### config.mk
export PLATFORM = sky130hd
export DESIGN_NAME = psg_bus_master
export DESIGN_NICKNAME = d
export VERILOG_FILES = /design/src/rtl/psg_bus_pkg.sv /design/src/rtl/psg_phase_timer.sv /design/src/rtl/psg_bus_master.sv
export SDC_FILE = /design/constraint.sdc
export NUM_CORES = 1
export LEC_CHECK = 0
export BUFFER_PORTS_ARGS = -buffer_cell sky130_fd_sc_hd__buf_2
export CELL_PAD_IN_SITES_DETAIL_PLACEMENT = 0
export CELL_PAD_IN_SITES_GLOBAL_PLACEMENT = 1
export CORE_ASPECT_RATIO = 2
export CORE_MARGIN = 1
export CORE_UTILIZATION = 45
export CTS_CLUSTER_SIZE = 14
export DETAILED_ROUTE_END_ITERATION = 16
export PLACE_DENSITY_LB_ADDON = 0.1
export RECOVER_POWER = 50
export SYNTH_ARGS = -nofsm -noshare
export SYNTH_HDL_FRONTEND = slang
export SYNTH_SLANG_ARGS = --single-unit
### constraint.sdc
create_clock -name clk -period 4.1 [get_ports clk]
set_input_delay 1.23 -clock clk [delete_from_list [all_inputs] [get_ports clk]]
set_output_delay 1.23 -clock clk [all_outputs]
set_load 0.01 [all_outputs]
### src/rtl/psg_bus_pkg.sv
//==============================================================================
// psg_bus_pkg : shared types and constants for the PSG bus master
// Rev 1.0
//==============================================================================
`default_nettype none

package psg_bus_pkg;

    typedef enum logic [3:0] {
        IDLE    = 4'd0,
        A_SETUP = 4'd1,
        A_STRB  = 4'd2,
        A_HOLD  = 4'd3,
        GAP     = 4'd4,
        D_SETUP = 4'd5,
        D_STRB  = 4'd6,
        D_HOLD  = 4'd7
    } psg_state_e;

    localparam int c_SETUP_CYC_DEF  = 1;
    localparam int c_STROBE_CYC_DEF = 2;
    localparam int c_HOLD_CYC_DEF   = 1;

    // AY-3-8910 style register map
    localparam logic [3:0] c_REG_A_FINE     = 4'd0;
    localparam logic [3:0] c_REG_A_COARSE   = 4'd1;
    localparam logic [3:0] c_REG_B_FINE     = 4'd2;
    localparam logic [3:0] c_REG_B_COARSE   = 4'd3;
    localparam logic [3:0] c_REG_C_FINE     = 4'd4;
    localparam logic [3:0] c_REG_C_COARSE   = 4'd5;
    localparam logic [3:0] c_REG_NOISE      = 4'd6;
    localparam logic [3:0] c_REG_MIXER      = 4'd7;
    localparam logic [3:0] c_REG_A_AMP      = 4'd8;
    localparam logic [3:0] c_REG_B_AMP      = 4'd9;
    localparam logic [3:0] c_REG_C_AMP      = 4'd10;
    localparam logic [3:0] c_REG_ENV_FINE   = 4'd11;
    localparam logic [3:0] c_REG_ENV_COARSE = 4'd12;
    localparam logic [3:0] c_REG_ENV_SHAPE  = 4'd13;
    localparam logic [3:0] c_REG_IO_A       = 4'd14;
    localparam logic [3:0] c_REG_IO_B       = 4'd15;

endpackage

`default_nettype wire

### src/rtl/psg_phase_timer.sv
//==============================================================================
// psg_phase_timer : 4-bit load / count-down / zero-flag phase counter
// Rev 1.0
//==============================================================================
`default_nettype none

module psg_phase_timer (
    input  logic       clk,
    input  logic       rst_n,
    input  logic       i_load,
    input  logic [3:0] i_value,
    output logic       o_zero
);

    logic [3:0] r_cnt;

    // Saturates at zero so a phase never wraps into a long count.
    always_ff @(posedge clk or negedge rst_n) begin
        if (!rst_n) begin
            r_cnt <= 4'd0;
        end else if (i_load) begin
            r_cnt <= i_value;
        end else if (r_cnt != 4'd0) begin
            r_cnt <= r_cnt - 4'd1;
        end
    end

    assign o_zero = (r_cnt == 4'd0);

endmodule

`default_nettype wire

### src/rtl/psg_bus_master.sv
//==============================================================================
// psg_bus_master : request-driven PSG register bus master with address cache
// Rev 1.0
//==============================================================================
`default_nettype none

module psg_bus_master
    import psg_bus_pkg::*;
#(
    parameter int SETUP_CYC  = c_SETUP_CYC_DEF,
    parameter int STROBE_CYC = c_STROBE_CYC_DEF,
    parameter int HOLD_CYC   = c_HOLD_CYC_DEF,
    parameter bit ADDR_CACHE = 1'b1
) (
    input  logic       clk,
    input  logic       rst_n,
    input  logic       req_valid,
    output logic       req_ready,
    input  logic       req_rd,
    input  logic [3:0] req_addr,
    input  logic [7:0] req_wdata,
    input  logic       flush_addr,
    output logic       rsp_valid,
    output logic [7:0] rsp_rdata,
    output logic       busy,
    output logic       psg_asel,
    output logic       psg_cs_n,
    output logic       psg_wr_n,
    output logic       psg_rd_n,
    output logic [7:0] psg_do,
    input  logic [7:0] psg_di
);

    localparam logic [3:0] c_SETUP_LD = 4'(SETUP_CYC - 1);
    localparam logic [3:0] c_STRB_LD  = 4'(STROBE_CYC - 1);
    localparam logic [3:0] c_HOLD_LD  = 4'(HOLD_CYC - 1);

    psg_state_e r_state;
    psg_state_e w_state_nxt;

    logic       r_ready;
    logic       r_busy;
    logic       r_rd;
    logic [3:0] r_addr;
    logic [7:0] r_wdata;
    logic       r_cache_vld;
    logic [3:0] r_cache_addr;
    logic       r_rsp_valid;
    logic [7:0] r_rsp_rdata;
    logic       r_asel;
    logic       r_cs_n;
    logic       r_wr_n;
    logic       r_rd_n;
    logic [7:0] r_do;

    logic       w_accept;
    logic       w_hit;
    logic       w_zero;
    logic       w_load;
    logic [3:0] w_load_val;
    logic       w_a_hold_end;
    logic       w_rd_eff;
    logic [3:0] w_addr_eff;
    logic [7:0] w_wdata_eff;
    logic       w_asel_nxt;
    logic       w_cs_n_nxt;
    logic       w_wr_n_nxt;
    logic       w_rd_n_nxt;
    logic [7:0] w_do_nxt;

    assign w_accept     = req_valid && r_ready;
    assign w_hit        = ADDR_CACHE && r_cache_vld && (req_addr == r_cache_addr) && !flush_addr;
    assign w_a_hold_end = (r_state == A_HOLD) && w_zero;

    always_comb begin
        w_state_nxt = r_state;
        case (r_state)
            IDLE:    if (w_accept) w_state_nxt = w_hit ? D_SETUP : A_SETUP;
            A_SETUP: if (w_zero)   w_state_nxt = A_STRB;
            A_STRB:  if (w_zero)   w_state_nxt = A_HOLD;
            A_HOLD:  if (w_zero)   w_state_nxt = GAP;
            GAP:                   w_state_nxt = D_SETUP;
            D_SETUP: if (w_zero)   w_state_nxt = D_STRB;
            D_STRB:  if (w_zero)   w_state_nxt = D_HOLD;
            D_HOLD:  if (w_zero)   w_state_nxt = IDLE;
            default:               w_state_nxt = IDLE;
        endcase
    end

    // Every state change reloads the timer with the new phase length minus one.
    assign w_load = (w_state_nxt != r_state);

    always_comb begin
        w_load_val = 4'd0;
        case (w_state_nxt)
            A_SETUP, D_SETUP: w_load_val = c_SETUP_LD;
            A_STRB,  D_STRB:  w_load_val = c_STRB_LD;
            A_HOLD,  D_HOLD:  w_load_val = c_HOLD_LD;
            default:          w_load_val = 4'd0;
        endcase
    end

    psg_phase_timer u_timer (
        .clk     (clk),
        .rst_n   (rst_n),
        .i_load  (w_load),
        .i_value (w_load_val),
        .o_zero  (w_zero)
    );

    // Bus outputs are registered from the next state, so on the accept edge
    // the request fields must be taken straight from the inputs.
    assign w_rd_eff    = w_accept ? req_rd    : r_rd;
    assign w_addr_eff  = w_accept ? req_addr  : r_addr;
    assign w_wdata_eff = w_accept ? req_wdata : r_wdata;

    always_comb begin
        w_asel_nxt = 1'b0;
        w_cs_n_nxt = 1'b1;
        w_wr_n_nxt = 1'b1;
        w_rd_n_nxt = 1'b1;
        w_do_nxt   = 8'h00;
        case (w_state_nxt)
            A_SETUP, A_STRB, A_HOLD: begin
                w_asel_nxt = 1'b1;
                w_cs_n_nxt = 1'b0;
                w_do_nxt   = {4'h0, w_addr_eff};
                w_wr_n_nxt = (w_state_nxt != A_STRB);
            end
            D_SETUP, D_STRB, D_HOLD: begin
                w_cs_n_nxt = 1'b0;
                w_do_nxt   = w_rd_eff ? 8'h00 : w_wdata_eff;
                if (w_state_nxt == D_STRB) begin
                    w_wr_n_nxt = w_rd_eff;
                    w_rd_n_nxt = !w_rd_eff;
                end
            end
            default: begin
                w_cs_n_nxt = 1'b1;
            end
        endcase
    end

    always_ff @(posedge clk or negedge rst_n) begin
        if (!rst_n) begin
            r_state      <= IDLE;
            r_ready      <= 1'b1;
            r_busy       <= 1'b0;
            r_rd         <= 1'b0;
            r_addr       <= 4'd0;
            r_wdata      <= 8'h00;
            r_cache_vld  <= 1'b0;
            r_cache_addr <= 4'd0;
            r_rsp_valid  <= 1'b0;
            r_rsp_rdata  <= 8'h00;
            r_asel       <= 1'b0;
            r_cs_n       <= 1'b1;
            r_wr_n       <= 1'b1;
            r_rd_n       <= 1'b1;
            r_do         <= 8'h00;
        end else begin
            r_state <= w_state_nxt;
            r_ready <= (w_state_nxt == IDLE);
            r_busy  <= (w_state_nxt != IDLE);
            if (w_accept) begin
                r_rd    <= req_rd;
                r_addr  <= req_addr;
                r_wdata <= req_wdata;
            end
            // A flush on the same edge as the cache load leaves the cache invalid.
            if (flush_addr) begin
                r_cache_vld <= 1'b0;
            end else if (w_a_hold_end) begin
                r_cache_vld <= 1'b1;
            end
            if (w_a_hold_end) begin
                r_cache_addr <= r_addr;
            end
            if ((r_state == D_STRB) && w_zero && r_rd) begin
                r_rsp_rdata <= psg_di;
            end
            r_rsp_valid <= (r_state == D_HOLD) && w_zero && r_rd;
            r_asel      <= w_asel_nxt;
            r_cs_n      <= w_cs_n_nxt;
            r_wr_n      <= w_wr_n_nxt;
            r_rd_n      <= w_rd_n_nxt;
            r_do        <= w_do_nxt;
        end
    end

    assign req_ready = r_ready;
    assign busy      = r_busy;
    assign rsp_valid = r_rsp_valid;
    assign rsp_rdata = r_rsp_rdata;
    assign psg_asel  = r_asel;
    assign psg_cs_n  = r_cs_n;
    assign psg_wr_n  = r_wr_n;
    assign psg_rd_n  = r_rd_n;
    assign psg_do    = r_do;

endmodule

`default_nettype wire

Word-level counts from Yosys, hierarchy flattened
Index checks and enable logic that the tools add are counted.
{"block": "word_totals", "in_bits": 25, "output_inout_bits": 23, "reg_bits": 49}
{"block": "classes", "n_mux": 25, "reduce_logical": 21, "n_eq_ne": 16, "n_addsub": 1}
{"cell": "4-bit two-way mux", "count": 10}
{"cell": "4-bit case mux with 8 select lines", "count": 1}
{"cell": "4-bit by 3-bit equality test with 1-bit output (second input constant)", "count": 7}
{"cell": "4-bit by 2-bit equality test with 1-bit output (second input constant)", "count": 4}
{"cell": "8-bit two-way mux", "count": 2}
{"cell": "8-bit case mux with 2 select lines", "count": 1}
{"cell": "4-bit zero test", "count": 3}
{"cell": "1-bit two-way mux", "count": 9}
{"cell": "4-bit by 1-bit equality test with 1-bit output (second input constant)", "count": 2}
{"cell": "1-bit logical AND", "count": 8}
{"cell": "4-bit nonzero test", "count": 2}
{"cell": "3-bit OR reduction", "count": 2}
{"cell": "6-bit OR reduction", "count": 1}
{"cell": "4-bit equality test", "count": 1}
{"cell": "4-bit by 2-bit != test with 1-bit output (second input constant)", "count": 1}
{"cell": "4-bit != test", "count": 1}
{"cell": "2-bit nonzero test", "count": 2}
{"cell": "4-bit by 1-bit subtractor with 4-bit output (second input constant)", "count": 1}
{"cell": "3-bit two-way mux", "count": 1}
{"cell": "1-bit zero test", "count": 2}
{"cell": "1-bit case mux with 2 select lines", "count": 1}
{"cell": "2-bit OR reduction", "count": 1}

Longest topological paths before layout
Gate-level depths: netlist of the first run.
{"block": "depth", "depth_word": 10, "depth_mapped": 9, "depth_no_buf": 7}

Cells and area by module
From an unflattened synthesis of the first run, not the netlist that was laid out.
{"block": "hier_totals", "cells_unflattened": 156, "area_unflattened_um2": 2095.8}
{"mod": "psg_bus_master", "cells_each": 133, "n_inst": 1, "area_each_um2": 1863.0, "seq_area_each_um2": 1131.1}
{"mod": "psg_phase_timer", "cells_each": 23, "n_inst": 1, "area_each_um2": 232.7, "seq_area_each_um2": 100.1}

Worst setup path after synthesis of the first run
OpenSTA, ideal clock, no wires.
{"block": "synth_timing", "path_type": "input port to flip-flop", "start": "input req_valid", "end": "register r_do[0], in the netlist psg_do[0]", "t_required_ns": 3.977, "setup_time_ns": 0.123, "setup_slack_ns": 1.680, "t_arrival_ns": 2.297, "path_buffers": 1, "stages": 5, "path_cell_list": "a2111oi_0 a311oi_1 clkbuf_1 nand3_1 mux2i_1"}
{"block": "synth_between", "elab_chain_len": 6, "word_cells_on_any_way": 16, "cone_classes": "6 x eq/ne; 7 x mux; 3 x reduce/logical"}
{"item": "start, declared", "line_no": "psg_bus_master.sv:17", "rtl": "input logic req_valid,"}
{"item": "1-bit logical AND *", "line_no": "psg_bus_master.sv:71", "rtl": "assign w_accept = req_valid && r_ready;"}
{"item": "4-bit two-way mux", "line_no": "psg_bus_master.sv:78", "rtl": "IDLE: if (w_accept) w_state_nxt = w_hit ? D_SETUP : A_SETUP;"}
{"item": "4-bit case mux with 8 select lines", "line_no": "psg_bus_master.sv:77", "rtl": "case (r_state)"}
{"item": "4-bit by 3-bit equality test with 1-bit output, or another cell as far along", "line_no": "psg_bus_master.sv:123", "rtl": "case (w_state_nxt)"}
{"item": "3-bit OR reduction", "line_no": "psg_bus_master.sv:123"}
{"item": "8-bit case mux with 2 select lines *", "line_no": "psg_bus_master.sv:123"}
{"item": "via w_do_nxt[0]", "line_no": "psg_bus_master.sv:69", "rtl": "logic [7:0] w_do_nxt;"}
{"item": "end signal, assigned", "line_no": "psg_bus_master.sv:187", "rtl": "r_do <= w_do_nxt;"}
{"item": "end, declared", "line_no": "psg_bus_master.sv:54", "rtl": "logic [7:0] r_do;"}
The timed path passes the listed nets; every way through them passes the cells marked *.
A chain may end at the register's enable or synchronous reset.

Worst setup path after layout of the first run
{"block": "layout_timing", "start": "input req_valid", "end": "register r_do[4], in the netlist psg_do[4]"}
Same word-level chain as after synthesis.

==> results of run 1 <==
## logic make-up after synthesis
group	after synthesis	synth area share
AOI/OAI and AO/OA	15	0.0475
xor gates and xnor gates	5	0.0210
adders and majority gates	2	0.0120
buffers and inverters	14	0.0318
DFF	49	0.591
muxes	29	0.154
other	1	0.00180
and+or+nand+nor	49	0.141
## report_power, final
part / internal (mW) / total [mW] / leakage [nW] / switching [mW]
combinational: 0.201 / 0.476 / 0.499 / 0.274
clock: 0.181 / 0.328 / 0.0552 / 0.147
sequential: 0.626 / 0.716 / 0.629 / 0.0895
## stage by stage
step | hold slack (ns) | cells | area [µm²]
2_1_floorplan | 0.459 | 164 | 2080
3_3_place_gp | 0.471 | 259 | 2350
3_5_place_dp | 0.482 | 259 | 2350
4_1_cts | 0.501 | 267 | 2460
5_1_grt | 0.526 | 267 | 2460
6_report | 0.499 | 267 | 2460
## metal layers
layer | track usage | vias up | wire length (µm)
met3 | 0.0405 | 11 | 179
met5 | 0 | - | 0
met4 | 0.103 | 0 | 118
li1 | - | 663 | -
met1 | 0.180 | 702 | 1360
met2 | 0.372 | 43 | 2440
## worst reg2reg max path, cell delays in order (launching register included)
cell and delay [ns]:
dfrtp_1 0.40, inv_1 0.11, ha_1 0.21, or3b_1 0.55, or4_1 0.54, o211a_1 0.34, inv_4 0.17, mux2i_1 0.19
## worst max-delay path by stage
stage | cells after the start | endpoint
final | 5 | psg_do[4]
after global routing | 5 | psg_do[5]
after global placement | 5 | psg_do[6]
after CTS | 5 | psg_do[4]
after detailed placement | 5 | psg_do[4]
after floorplan | 5 | psg_do[0]
## area by class of cell
class	count	share of cell area
inverter	7	0.0117
tap	54	0.0275
sequential	49	0.501
timing repair buffer	48	0.0972
clock inverter	2	0.0142
multi-input combinational	101	0.319
clock buffer	6	0.0295
## Yosys cell counts
cell | instances | area (µm²)
nand4_1 | 2 | 12.5
nor4_2 | 1 | 12.5
nor3b_1 | 1 | 7.51
dfrtp_1 | 45 | 1130
o211a_1 | 1 | 10.0
nor2_1 | 10 | 37.5
mux2_2 | 24 | 270
a211oi_1 | 3 | 22.5
o21ai_0 | 4 | 20.0
a311oi_1 | 1 | 8.76
a21oi_1 | 4 | 20.0
o221ai_1 | 1 | 8.76
mux2i_1 | 5 | 50.1
ha_1 | 2 | 25.0
conb_1 | 1 | 3.75
nor3_1 | 3 | 15.0
inv_1 | 6 | 22.5
or4_1 | 1 | 7.51
nor4_4 | 1 | 21.3
buf_6 | 1 | 11.3
dfstp_2 | 4 | 105
buf_1 | 1 | 3.75
and4b_1 | 1 | 10.0
inv_4 | 1 | 6.26
nor4_1 | 1 | 6.26
nand2_1 | 13 | 48.8
nor2b_1 | 2 | 12.5
xnor2_1 | 5 | 43.8
a2111oi_0 | 1 | 8.76
clkbuf_1 | 4 | 15.0
buf_4 | 1 | 7.51
nor3b_2 | 4 | 50.1
or3_1 | 2 | 12.5
nand3_1 | 6 | 30.0
or3b_1 | 1 | 8.76
## registers in the layout (all words and copies together) (netlist names)
| name | count |
|---|---|
| r_state | 4 |
| u_timer.r_cnt | 4 |
| psg_wr_n | 1 |
| psg_cs_n | 1 |
| r_addr | 4 |
| r_wdata | 8 |
| psg_asel | 1 |
| psg_do | 8 |
| busy | 1 |
| r_cache_addr | 4 |
| r_cache_vld | 1 |
| psg_rd_n | 1 |
| rsp_valid | 1 |
| r_rd | 1 |
| req_ready | 1 |
| rsp_rdata | 8 |
==> results by group, run 1 <==
Status
  • Outcome: finished, final reports clean

Placed design
  • Dpl hpwl: 3.17 mm
  • Routability congestion estimate: 0.849
  • Pre-CTS setup slack: 1.11 ns
  • Port Buffers: 47

Floorplanning
  • Die width: 50.1 µm
  • Num rows: 34
  • Die height: 98.2 µm
  • Core Footprint: 4380 µm²
  • Die Area: 4920 µm²
  • Initial Util: 0.475
  • IO Count: 48

Min path
  • Tightest Hold Check Type: flip-flop to flip-flop
  • Hold Path Sink: r_wdata[4]
  • Worst Min Path Start: r_wdata[4]
  • Hold depth: 1

Setup path
  • CP endpoint kind: flip-flop
  • Crit. Startpoint: req_valid
  • Worst setup SP type: primary input
  • Cell family with most CP delay: simple AND/OR/NAND/NOR gates
  • Worst r2r dst: psg_do[0]
  • Critical Path RT: 4.31 ns
  • Most used cell, CP: nand2_1
  • Worst EP arrival: 2.87 ns
  • R2r startpoint: u_timer.r_cnt[0]
  • CP peak stage delay: 0.58 ns
  • CP max FO: 13
  • FF-to-FF setup slack: 1.55 ns
  • Critical path, cell by cell: clkbuf_1, nand2_1, mux2i_1, nand2_1, nor3b_2
  • Critical path buffers and inverters: 1
  • Worst Setup Path Type: primary input to flip-flop
  • CP max-delay cell: mux2i_1
  • R2R depth: 7

Route
  • ANT nets after route: 0
  • DRT Pass-1 Iters: 4
  • Vias/cell: 5.31
  • WL final: 4.10 mm
  • DRC: 0
  • Wire per inst: 15.4 µm
  • Vias: 1,419
  • Iteration-0 DRC Markers: 19

Layout
  • Final cell utilization of the core: 0.561
  • Fin nets: 239
  • Area Overhead vs Synth: 18.1%
  • ANT cells: 0
  • Commonest non-fill, non-tap cells in the layout: dfrtp_1 (45), buf_2 (44), mux2_2 (19)
  • Fill cells: 402
  • Register area: 1230 µm²
  • Area of the multi-input gates: 785 µm²
  • Share of post-route cells with drive strength above 1: 0.385
  • Commonest non-fill, non-tap cell in the layout: dfrtp_1

Synth
  • Average size of a mapped cell: 12.7 µm²
  • #FFs+latches synth: 49
  • Cell count after synthesis: 164
  • Mapped Area: 2080 µm²
  • Post-synthesis sequential area ratio: 0.591
  • Syn. warnings: 0
  • Yosys cell types: 35
  • Syn_nets: 191

Timing
  • Setup ws final: 1.44 ns
  • Max-slew violation count: 0
  • Least-Margin Pin Slew: 1.05 ns
  • Final TNS setup: 0 ns
  • Skew final: 0.00799 ns
  • Final setup fails: 0
  • Hold violation count in the final report: 0
  • Rel. slew slack: 0.303
  • Final cycle utilization of the critical path: 0.649
  • Peak Freq: 376 MHz
  • RSZ-0062 raised after global routing: false
  • Final min period: 2.66 ns

Global route
  • Total track usage: 0.195
  • Initial antenna violation count: 0
  • First-pass GRT wire length: 7.13 mm
  • Grt ovf: 0
  • Vias in the first global route: 1,571
  • Pin count of the biggest net entering global routing: 50

Power
  • Maximum vdd drop: 398 µV
  • P per Cell Area: 618 nW/µm²
  • Total Power: 1.52 mW
  • Static Leak: 1.18 nW

CTS
  • Clock sinks: 49
  • Post-CTS Hold Buffers: 0
  • Post-CTS sizing: 0
  • H-tree levels: 2
  • Root Buffer: clkbuf_8
  • Maximum clock insertion buffer count: 2
  • Worst-skew pair later-pin latency: 0.30 ns
  • TritonCTS buffer count: 5
  • CTS tree: done
  • Worst-path clk slew: 0.08 ns
  • # Post-CTS Setup Buffers: 0

Run
  • Max Cap Viol: 0
Power figures use the tool's default switching activity.
==> inputs of run 2 (changes only) <==
- CORE_UTILIZATION: 45 -> 38
- clock period: 4.1 -> 2.17 ns (I/O delays scaled with it)
==> run 2 against run 1 <==
Against the previous run: clock skew is 0.0048 ns lower; setup slack got worse by 1.3 ns; largest cell class unchanged; global-route usage shrank 2.8 points; sequential power is 89% higher; count of clock-buffer cells in the layout grew 1; final cell count increased by 6.4%; via count grew 0.85%; hold slack gained 0.0043 ns; sequential share of layout area fell by 2.4 points; first-iteration DRC count increased by 42%; clock power is 56% higher; wire length increased by 6.2%.
==> results by group, run 2 (same netlist as run 1, synthesis figures left out) <==
Status
  • Outcome: finished, final reports clean

Power
  • Maximum vdd drop: 744 µV (+87%)
  • P per Cell Area: 1130 nW/µm² (+82%)
  • Internal Pwr Total: 1.90 mW (+89%)
  • Net Sw Power: 1.01 mW (+97%)
  • Static Leak: 1.23 nW (+4.2%)
  • Sw frac: 0.346 (+0.00991)
  • Combinational power share: 0.359 (+0.046)
  • Flop pwr share: 0.465 (-0.006)
  • Clk pwr share: 0.176 (-0.040)

Setup path
  • Worst Setup Path Type: flip-flop to flip-flop
  • CP max-delay cell: dfrtp_1
  • Critical path buffers and inverters: 3 (+2)
  • Worst setup SP type: flip-flop
  • CP peak stage delay: 0.40 ns (-0.18 ns)
  • Most used cell, CP: buf_4
  • Critical path, cell by cell: inv_2, ha_4, or3b_4, buf_4, nor4_4, buf_4, mux2_2
  • Worst EP arrival: 2.26 ns (-0.61 ns)
  • Critical Path RT: 2.35 ns (-1.96 ns)
  • CP endpoint kind: flip-flop
  • Cell family with most CP delay: simple AND/OR/NAND/NOR gates
  • CP max FO: 9 (-4)

Min path
  • Tightest Hold Check Type: flip-flop to flip-flop

Floorplanning
  • Die height: 107 µm (+8.6%)
  • Core Footprint: 5180 µm² (+18%)
  • Num rows: 37 (+8.8%)
  • Die Area: 5800 µm² (+18%)
  • Initial Util: 0.402 (-0.0736)
  • Die width: 54.3 µm (+8.5%)
  • IO Count: 48 (unchanged)

Timing
  • Final setup fails: 0 (unchanged)
  • Skew final: 0.00320 ns (-0.00479 ns)
  • Hold violation count in the final report: 0 (unchanged)
  • RSZ-0062 raised after global routing: false
  • Least-Margin Pin Slew: 1.05 ns (+0.00265 ns)
  • Final cycle utilization of the critical path: 0.957
  • Max-slew violation count: 0 (unchanged)
  • Final TNS setup: 0 ns (unchanged)
  • Final min period: 2.08 ns
  • Rel. slew slack: 0.301 (-0.00176)
  • Peak Freq: 481 MHz

CTS
  • TritonCTS buffer count: 5 (unchanged)
  • Worst-skew pair later-pin latency: 0.29 ns (about the same)
  • Clock sinks: 49 (unchanged)
  • Root Buffer: clkbuf_8
  • Maximum clock insertion buffer count: 2 (unchanged)
  • CTS tree: done
  • Worst-path clk slew: 0.08 ns (about the same)
  • H-tree levels: 2 (unchanged)
  • Post-CTS Hold Buffers: 0 (unchanged)

Route
  • DRC: 0 (unchanged)
  • Vias: 1,431 (+0.85%)
  • Wire per inst: 15.3 µm (-0.16%)
  • Iteration-0 DRC Markers: 27 (+8)
  • DRT Pass-1 Iters: 4 (unchanged)
  • Vias/cell: 5.04 (-5.2%)
  • WL final: 4.36 mm (+6.2%)
  • ANT nets after route: 0 (unchanged)

Layout
  • Fill cells: 489 (+22%)
  • ANT cells: 0 (unchanged)
  • Share of post-route cells with drive strength above 1: 0.434 (+0.0487)
  • Area Overhead vs Synth: 24.1%
  • Finished layout cell area: 2580 µm² (+5.1%)
  • Commonest non-fill, non-tap cells in the layout: dfrtp_1 (45), buf_2 (44), mux2_2 (19)
  • Final std cells w/o fill: 284 (+6.4%)
  • Commonest non-fill, non-tap cell in the layout: dfrtp_1
  • Fin nets: 252 (+5.4%)

Global route
  • Vias in the first global route: 1,535 (-2.3%)
  • Grt ovf: 0 (unchanged)
  • First-pass GRT wire length: 6.91 mm (-3.1%)
  • Initial antenna violation count: 0 (unchanged)
  • Total track usage: 0.167 (-0.0283)
  • Pin count of the biggest net entering global routing: 33 (-34%)

Placed design
  • Dpl hpwl: 3.25 mm (+2.3%)
  • Inst Count DP: 272 (+5.0%)
  • Routability congestion estimate: 0.840 (-1.1%)
  • Area after DPL: 2450 µm² (+4.1%)
  • Port Buffers: 47 (unchanged)

Run
  • Max Cap Viol: 0 (unchanged)
-- run 2: cell count changes in the layout (fill, tap and decap cells not counted), sizes merged --
cell,delta
buf,+11
bufinv,-1
clkbuf,+3
clkinv,-1
clkinvlp,+1
-- run 2: what timing repair did --
item / 4_1_cts / 5_1_grt
resized for setup: 0 / 9
setup buffers: 0 / 4
endpoints found under the setup margin: 0 / 24
-- run 2: power by group through the flow --
stage               combinational (mW)  sequential (mW)  clock [mW]
finish                            1.04             1.35       0.511
global route                      1.15             1.39       0.576
CTS                               1.02             1.35       0.542
detailed placement                1.02             1.37           0
global placement                  1.01             1.36           0
floorplan                        0.677             1.33           0
-- run 2: area by class of cell --
class                           instances  area [µm²]  share of cell area
Clock buffer                            7        76.3              0.0295
Clock inverter                          1        7.51             0.00291
Inverter                                7        31.3              0.0121
Multi-Input combinational cell        101         811               0.314
Sequential cell                        49        1230               0.477
Tap cell                               58        72.6              0.0281
Timing Repair Buffer                   61         354               0.137
-- run 2: final timing paths --
check	start	to	slack, ns	depth (start not counted)
setup / recovery	u_timer.r_cnt[0]	rsp_rdata[0]	0.09	7
hold / removal	r_cache_vld	r_cache_vld	0.50	2
setup reg to reg	u_timer.r_cnt[0]	rsp_rdata[0]	0.09	7
hold reg to reg	r_cache_vld	r_cache_vld	0.50	2
max in group asynchronous	rst_n	req_ready	0.87	2
min in group asynchronous	rst_n	r_cache_vld	0.52	1
-- run 2: routing by layer --
metal,wire [µm],vias up,GRT usage
met2,2550,33,0.299
met4,121,0,0.0788
met3,149,9,0.0355
met5,0,-,0
met1,1540,700,0.170
li1,-,689,-
-- run 2: through the flow --
step / hold WS [ns] / power, mW / setup WS, ns / util
after floorplan: 0.355 / 2.01 / 0.0154 / -
after global placement: 0.475 / 2.37 / 0.0591 / 0.473
after detailed placement: 0.487 / 2.39 / 0.0346 / 0.473
after CTS: 0.295 / 2.92 / 0.00596 / 0.489
after global routing: 0.497 / 3.11 / 0.00347 / 0.498
final: 0.503 / 2.91 / 0.0928 / 0.498
-- run 2: worst reg2reg max path, delay by kind of cell (launching register included) --
| family | cells | cell delay, ns |
|---|---|---|
| adders and majority gates | 1 | 0.14 |
| muxes | 1 | 0.34 |
| buffers and inverters | 3 | 0.49 |
| and+or+nand+nor | 2 | 0.58 |
| DFF | 1 | 0.40 |
